## config.mk

```make
export PLATFORM = sky130hd
export DESIGN_NAME = fetch_unit
export DESIGN_NICKNAME = d
export VERILOG_FILES = /design/src/rtl/fetch_unit.sv
export SDC_FILE = /design/constraint.sdc
export NUM_CORES = 2
export LEC_CHECK = 0
export ABC_CLOCK_PERIOD_IN_PS = 18700
export BUFFER_PORTS_ARGS = -buffer_cell sky130_fd_sc_hd__buf_2
export CORE_MARGIN = 8
export CORE_UTILIZATION = 53
export DETAILED_ROUTE_END_ITERATION = 12
export MAX_ROUTING_LAYER = met4
export PLACE_DENSITY = 0.79
export SLEW_MARGIN = 10
export SYNTH_ARGS = -nofsm -noshare
export SYNTH_HDL_FRONTEND = slang
export SYNTH_SLANG_ARGS = --single-unit
```

## constraint.sdc

```tcl
create_clock -name clk -period 18.7 [get_ports clk]
set_input_delay 2.805 -clock clk [delete_from_list [all_inputs] [get_ports clk]]
set_output_delay 2.805 -clock clk [all_outputs]
set_load 0.02 [all_outputs]
```

## src/rtl/fetch_unit.sv

```systemverilog
// Instruction fetch unit: issues one memory read at a time, delivers each
// fetched word into the instruction queue, and predicts the next fetch PC
// with a direct-mapped BTB of 2-bit saturating counters.
//
// Handshake: MC_req/MC_addr form a request that stays asserted and stable
// until MC_done pulses for one cycle with MC_inst; IF_flag is a one-cycle push
// into the queue (no back-pressure on the push itself, IQ_full only gates the
// issue of the next request). rdy=0 freezes every register, including the BTB.
module fetch_unit #(
  parameter logic [31:0] RESET_PC = 32'h0,
  parameter int          BTB_BITS = 4
) (
  input  logic        clk,
  input  logic        rst,
  input  logic        rdy,
  input  logic        roll,
  input  logic [31:0] roll_PC,
  output logic        MC_req,
  output logic [31:0] MC_addr,
  input  logic        MC_done,
  input  logic [31:0] MC_inst,
  input  logic        IQ_full,
  output logic        IF_flag,
  output logic [31:0] IF_inst,
  output logic [31:0] IF_PC,
  output logic [31:0] IF_BTB_PC,
  output logic        IF_BTB_predict,
  input  logic        upd_flag,
  input  logic [31:0] upd_PC,
  input  logic [31:0] upd_target,
  input  logic        upd_taken,
  output logic [1:0]  fsm_state
);

  localparam int ENTRIES = 1 << BTB_BITS;
  localparam int TAG_W   = 30 - BTB_BITS;

  typedef enum logic [1:0] {
    IDLE  = 2'd0,
    BUSY  = 2'd1,
    DRAIN = 2'd2
  } state_t;

  state_t      state, state_n;
  logic [31:0] pc, pc_n;
  logic        req_n;
  logic [31:0] addr_n;
  logic        flag_n;
  logic [31:0] inst_n, ifpc_n, btbpc_n;
  logic        pred_n;

  // BTB storage
  logic              btb_valid  [ENTRIES];
  logic [TAG_W-1:0]  btb_tag    [ENTRIES];
  logic [31:0]       btb_target [ENTRIES];
  logic [1:0]        btb_cnt    [ENTRIES];

  // Lookup side (current PC) and update side (resolved branch)
  logic [BTB_BITS-1:0] lk_idx, up_idx;
  logic [TAG_W-1:0]    lk_tag, up_tag;
  logic                btb_hit, up_hit;
  logic [31:0]         pc_plus4, pred_next;

  // Word-offset bits never participate in indexing or tags
  logic unused_bits;
  assign unused_bits = ^{pc[1:0], upd_PC[1:0]};

  assign fsm_state = state;

  // BTB lookup reads the array before any same-cycle update lands
  always_comb begin
    lk_idx    = pc[BTB_BITS+1:2];
    lk_tag    = pc[31:BTB_BITS+2];
    up_idx    = upd_PC[BTB_BITS+1:2];
    up_tag    = upd_PC[31:BTB_BITS+2];
    btb_hit   = btb_valid[lk_idx] && (btb_tag[lk_idx] == lk_tag) && btb_cnt[lk_idx][1];
    up_hit    = btb_valid[up_idx] && (btb_tag[up_idx] == up_tag);
    pc_plus4  = pc + 32'd4;
    pred_next = btb_hit ? btb_target[lk_idx] : pc_plus4;
  end

  // Next-state and next-output logic for the fetch FSM
  always_comb begin
    state_n = state;
    pc_n    = pc;
    req_n   = MC_req;
    addr_n  = MC_addr;
    flag_n  = 1'b0;
    inst_n  = IF_inst;
    ifpc_n  = IF_PC;
    btbpc_n = IF_BTB_PC;
    pred_n  = IF_BTB_predict;
    case (state)
      IDLE: begin
        req_n = 1'b0;
        if (roll) begin
          pc_n = roll_PC;
        end else if (!IQ_full) begin
          req_n   = 1'b1;
          addr_n  = pc;
          state_n = BUSY;
        end
      end
      BUSY: begin
        if (roll) begin
          // Flush: a word arriving this edge is dropped, otherwise wait it out
          pc_n    = roll_PC;
          req_n   = 1'b0;
          state_n = MC_done ? IDLE : DRAIN;
        end else if (MC_done) begin
          flag_n  = 1'b1;
          inst_n  = MC_inst;
          ifpc_n  = pc;
          btbpc_n = pred_next;
          pred_n  = btb_hit;
          pc_n    = pred_next;
          req_n   = 1'b0;
          state_n = IDLE;
        end
      end
      DRAIN: begin
        req_n = 1'b0;
        if (roll) pc_n = roll_PC;
        if (MC_done) state_n = IDLE;
      end
      default: begin
        req_n   = 1'b0;
        state_n = IDLE;
      end
    endcase
  end

  // Fetch state and output registers, frozen while rdy is low
  always_ff @(posedge clk or posedge rst) begin
    if (rst) begin
      state          <= IDLE;
      pc             <= RESET_PC;
      MC_req         <= 1'b0;
      MC_addr        <= 32'h0;
      IF_flag        <= 1'b0;
      IF_inst        <= 32'h0;
      IF_PC          <= 32'h0;
      IF_BTB_PC      <= 32'h0;
      IF_BTB_predict <= 1'b0;
    end else if (rdy) begin
      state          <= state_n;
      pc             <= pc_n;
      MC_req         <= req_n;
      MC_addr        <= addr_n;
      IF_flag        <= flag_n;
      IF_inst        <= inst_n;
      IF_PC          <= ifpc_n;
      IF_BTB_PC      <= btbpc_n;
      IF_BTB_predict <= pred_n;
    end
  end

  // BTB valid bits and counters: train on hit, allocate on taken miss
  always_ff @(posedge clk or posedge rst) begin
    if (rst) begin
      for (int i = 0; i < ENTRIES; i++) begin
        btb_valid[i] <= 1'b0;
        btb_cnt[i]   <= 2'd1;
      end
    end else if (rdy && upd_flag) begin
      if (up_hit) begin
        if (upd_taken && (btb_cnt[up_idx] != 2'd3))
          btb_cnt[up_idx] <= btb_cnt[up_idx] + 2'd1;
        else if (!upd_taken && (btb_cnt[up_idx] != 2'd0))
          btb_cnt[up_idx] <= btb_cnt[up_idx] - 2'd1;
      end else if (upd_taken) begin
        btb_valid[up_idx] <= 1'b1;
        btb_cnt[up_idx]   <= 2'd2;
      end
    end
  end

  // BTB tags and targets: only meaningful behind a valid bit, so no reset
  always_ff @(posedge clk) begin
    if (rdy && upd_flag && upd_taken) begin
      btb_target[up_idx] <= upd_target;
      if (!up_hit) btb_tag[up_idx] <= up_tag;
    end
  end

endmodule

```

==> results.json <==
{
  "grt_pass1_wl_um": 206000,
  "syn_avg_cell_area_um2": 17.4,
  "power.density_nw_per_um2": 118,
  "drt_wl_total_um": 145000,
  "wl_per_cell_um": 32.3,
  "drive_gt1_share_pct": 30.9,
  "final.setup.tns_ns": 0,
  "cp_common_cell": "buf_4",
  "peakVddDrop_uv": 109,
  "r2r_end": "pc[27]$_DFFE_PP0P_",
  "crit_path_max_fanout": 39,
  "finalClockSkew_ns": 0.0452,
  "placementRows": 112,
  "period_share_pct": 42.0,
  "crit_type": "input pin to flip-flop",
  "antenna_left": 0,
  "drt_iter0_markers": 4386,
  "finalHoldViolCount": 0,
  "slew_headroom_pct": 21.0,
  "fmax_mhz": 127,
  "critPathCaptureType": "flip-flop",
  "antenna_found_initial": 25,
  "r2r_slack_ns": 12.63,
  "grt_pass1_vias": 30300,
  "firstDrtPassIters": 6,
  "grt_overflow": 0,
  "design_area_um2": 56400,
  "cp_slowest_stage_delay_ns": 0.85,
  "track_usage_pct": 27.9,
  "avgViaCountPerCell": 6.65,
  "seq_area_frac_synth_pct": 66.4,
  "cts-hold-fix-buffers": 0,
  "hp-class": "flip-flop to flip-flop",
  "async_reset_ff_share_pct": 18.7,
  "drc": 0,
  "port_buffers": 266,
  "cts.sinks": 1141,
  "synth_fp_nets": 3007,
  "crit_cells": 13,
  "path_clk_slew_ns": 0.06,
  "startpoint": "upd_PC[3]",
  "cp_top_family": "buffers and inverters",
  "power_mw": 6.65,
  "cts_tree": "done",
  "dpl_cell_area_um2": 52600,
  "worstPathArrival_ns": 8.24,
  "synth_warnings": 0,
  "path_buf_inv": 4,
  "critPathSlowestCell": "nor4_1",
  "via_count": 29800,
  "r2r_start": "pc[2]$_DFFE_PP0P_",
  "hpwl_um": 84700,
  "p_leak_nw": 19.7,
  "initial_core_util_pct": 53.5,
  "h-tree-depth": 3,
  "synth_seq_cells": 1141,
  "ys.flop_type": "edfxtp_1",
  "grt_max_degree": 137,
  "path_cells": "buf_6 -> buf_4 -> mux4_2 -> mux2i_1 -> xnor2_1 -> nor4_1 -> nand3_1 -> a2111oi_4 -> nand2_1 -> o21ai_4 -> buf_4 -> nor2_4 -> buf_4",
  "timing.final.crit_period_ns": 7.85,
  "die_y_um": 323,
  "cp-start-kind": "input pin",
  "die_x_um": 323,
  "root_buffer": "clkbuf_16",
  "ys_types": 76,
  "io_pins": 269,
  "layout.nets": 3243,
  "status": "completed",
  "clk_path_buf_depth": 3,
  "cts_resized": 0,
  "coreArea_um2": 93500,
  "rsz0062_at_grt": "no",
  "tightestPinTransition_ns": 1.18,
  "synthCells": 2868,
  "finalSetupViolations": 0,
  "max_cap_violations": 0,
  "critPathRequiredTime_ns": 19.09,
  "cts_setup_buffers": 0,
  "ff2ff_path_depth": 12,
  "critPathCapture": "btb_tag[8][24]$_DFFE_PP_",
  "maxSlewViolCount": 0,
  "die_area_um2": 104000,
  "cts_made_buffers": 111,
  "clock_latency_ns": 0.71,
  "area_growth_pct": 12.7,
  "place.gp.congestion": 0.898,
  "netlist_area_um2": 50000,
  "synth_edf_count": 928
}
-- stage by stage --
stage	utilization (%)	hold slack, ns	setup WS, ns	std cells
final	60.3	0.469	10.85	4474
after global routing	60.3	0.483	10.71	4471
after CTS	60.2	0.472	11.01	4452
after detailed placement	56.2	0.457	10.36	4245
after global placement	56.2	0.454	10.43	4245
after floorplan	-	0.460	10.10	2868
-- routing by layer --
metal	track usage [%]	wire, um	vias up	share of wire, %
li1	-	-	12000	-
met2	45.1	71600	2170	50
met1	33.6	49500	15200	34
met5	-	0	-	0
met3	6.84	17000	384	12
met4	12.2	6420	0	4.4
-- placed cells by master (no fill, tap or decap), types with 15 or more instances in the layout --
master     instances
a211oi_1          26
a221o_1           31
a22oi_1           27
buf_2            264
buf_4             55
clkbuf_1          21
clkbuf_16        115
clkinv_1          20
clkinv_2          20
dfrtp_1          193
dfstp_2           16
diode_2           22
edfxtp_1         928
inv_1             23
inv_2             18
mux2_1            23
mux2_2            81
mux2i_1          116
mux4_2           346
nand2_1          244
nand3_1           48
nand3b_1          29
nand4_1           15
nor2_1            43
nor2_4            17
nor2b_1           35
nor3_1            38
o21ai_0           65
o21bai_1          17
o22ai_1           39
xnor2_1           64
xor2_1            31
-- flip-flops by register name, summed over array words and instances, names as in the netlist --
register / count
IF_PC: 32
MC_addr: 32
btb_target: 512
btb_tag: 416
IF_BTB_PC: 32
MC_req: 1
btb_cnt: 32
fsm_state: 2
pc: 32
IF_flag: 1
IF_inst: 32
btb_valid: 16
IF_BTB_predict: 1
-- logic make-up (layout without fill, tap and decap cells) --
kind of cell | count (synthesis) | in the layout | share of synthesized area [%]
AOI/OAI and AO/OA | 295 | 295 | 4.26
xor gates and xnor gates | 95 | 95 | 1.66
adders and majority gates | 3 | 3 | 0.0751
buffers and inverters | 241 | 571 | 2.29
DFF | 1141 | 1141 | 66.4
muxes | 566 | 566 | 20.2
other | 0 | 22 | 0
and+or+nand+nor | 527 | 527 | 5.06
-- power breakdown --
| group | switching (mW) | internal [mW] |
|---|---|---|
| logic | 0.743 | 0.521 |
| registers | 0.174 | 2.90 |
| clock network | 0.996 | 1.31 |
-- worst min-delay path, cell delays in order (launching register included) --
cell,delay [ns]
dfrtp_1,0.33
nand2_1,0.05
nand2_1,0.06
-- how the worst min path moves through the flow --
stage,cells past startpoint,from,slack [ns],endpoint
final,2,IF_inst[10]$_DFFE_PP0P_,0.47,IF_inst[10]$_DFFE_PP0P_
after global routing,2,IF_inst[13]$_DFFE_PP0P_,0.48,IF_inst[13]$_DFFE_PP0P_
after CTS,2,IF_inst[18]$_DFFE_PP0P_,0.47,IF_inst[18]$_DFFE_PP0P_
after detailed placement,2,IF_inst[18]$_DFFE_PP0P_,0.46,IF_inst[18]$_DFFE_PP0P_
after global placement,2,IF_inst[14]$_DFFE_PP0P_,0.45,IF_inst[14]$_DFFE_PP0P_
after floorplan,1,btb_valid[13]$_DFFE_PP0P_,0.46,btb_valid[13]$_DFFE_PP0P_
-- Yosys cell counts, drive strengths merged (4+ instances only) --
cell	count	area share [%]
nand4	15	0.19
nand2	244	1.8
nor2	62	0.47
clkbuf	88	0.66
a221o	31	0.62
o21bai	17	0.26
nor3	39	0.40
o211ai	8	0.12
and2	6	0.075
nor2b	36	0.45
mux2	104	2.3
a22o	11	0.19
buf	110	1.3
nand2b	10	0.13
inv	42	0.32
or2	4	0.050
a221oi	12	0.21
nand4b	4	0.070
mux4	346	16
o22ai	39	0.49
dfrtp	197	9.9
xor2	31	0.54
and3	6	0.075
nor4	5	0.093
o31ai	7	0.11
dfstp	16	0.84
edfxtp	928	56
or3	5	0.063
a21oi	13	0.13
mux2i	116	2.3
xnor2	64	1.1
o21ai	67	0.67
nand3b	29	0.44
a211oi	26	0.39
nand3	48	0.48
a21o	5	0.075
a22oi	27	0.41
-- area by class of cell --
| type | instances | area [um^2] |
|---|---|---|
| flip-flops and latches | 1141 | 33200 |
| clock buffers | 144 | 3050 |
| repair buffers | 321 | 1770 |
| multi-input cells | 1486 | 15800 |
| clock inverters | 63 | 689 |
| fillers | 6479 | 37100 |
| well taps | 1254 | 1570 |
| diodes | 22 | 55.1 |
| inverters | 43 | 169 |
(Power assumes the default switching activity.)
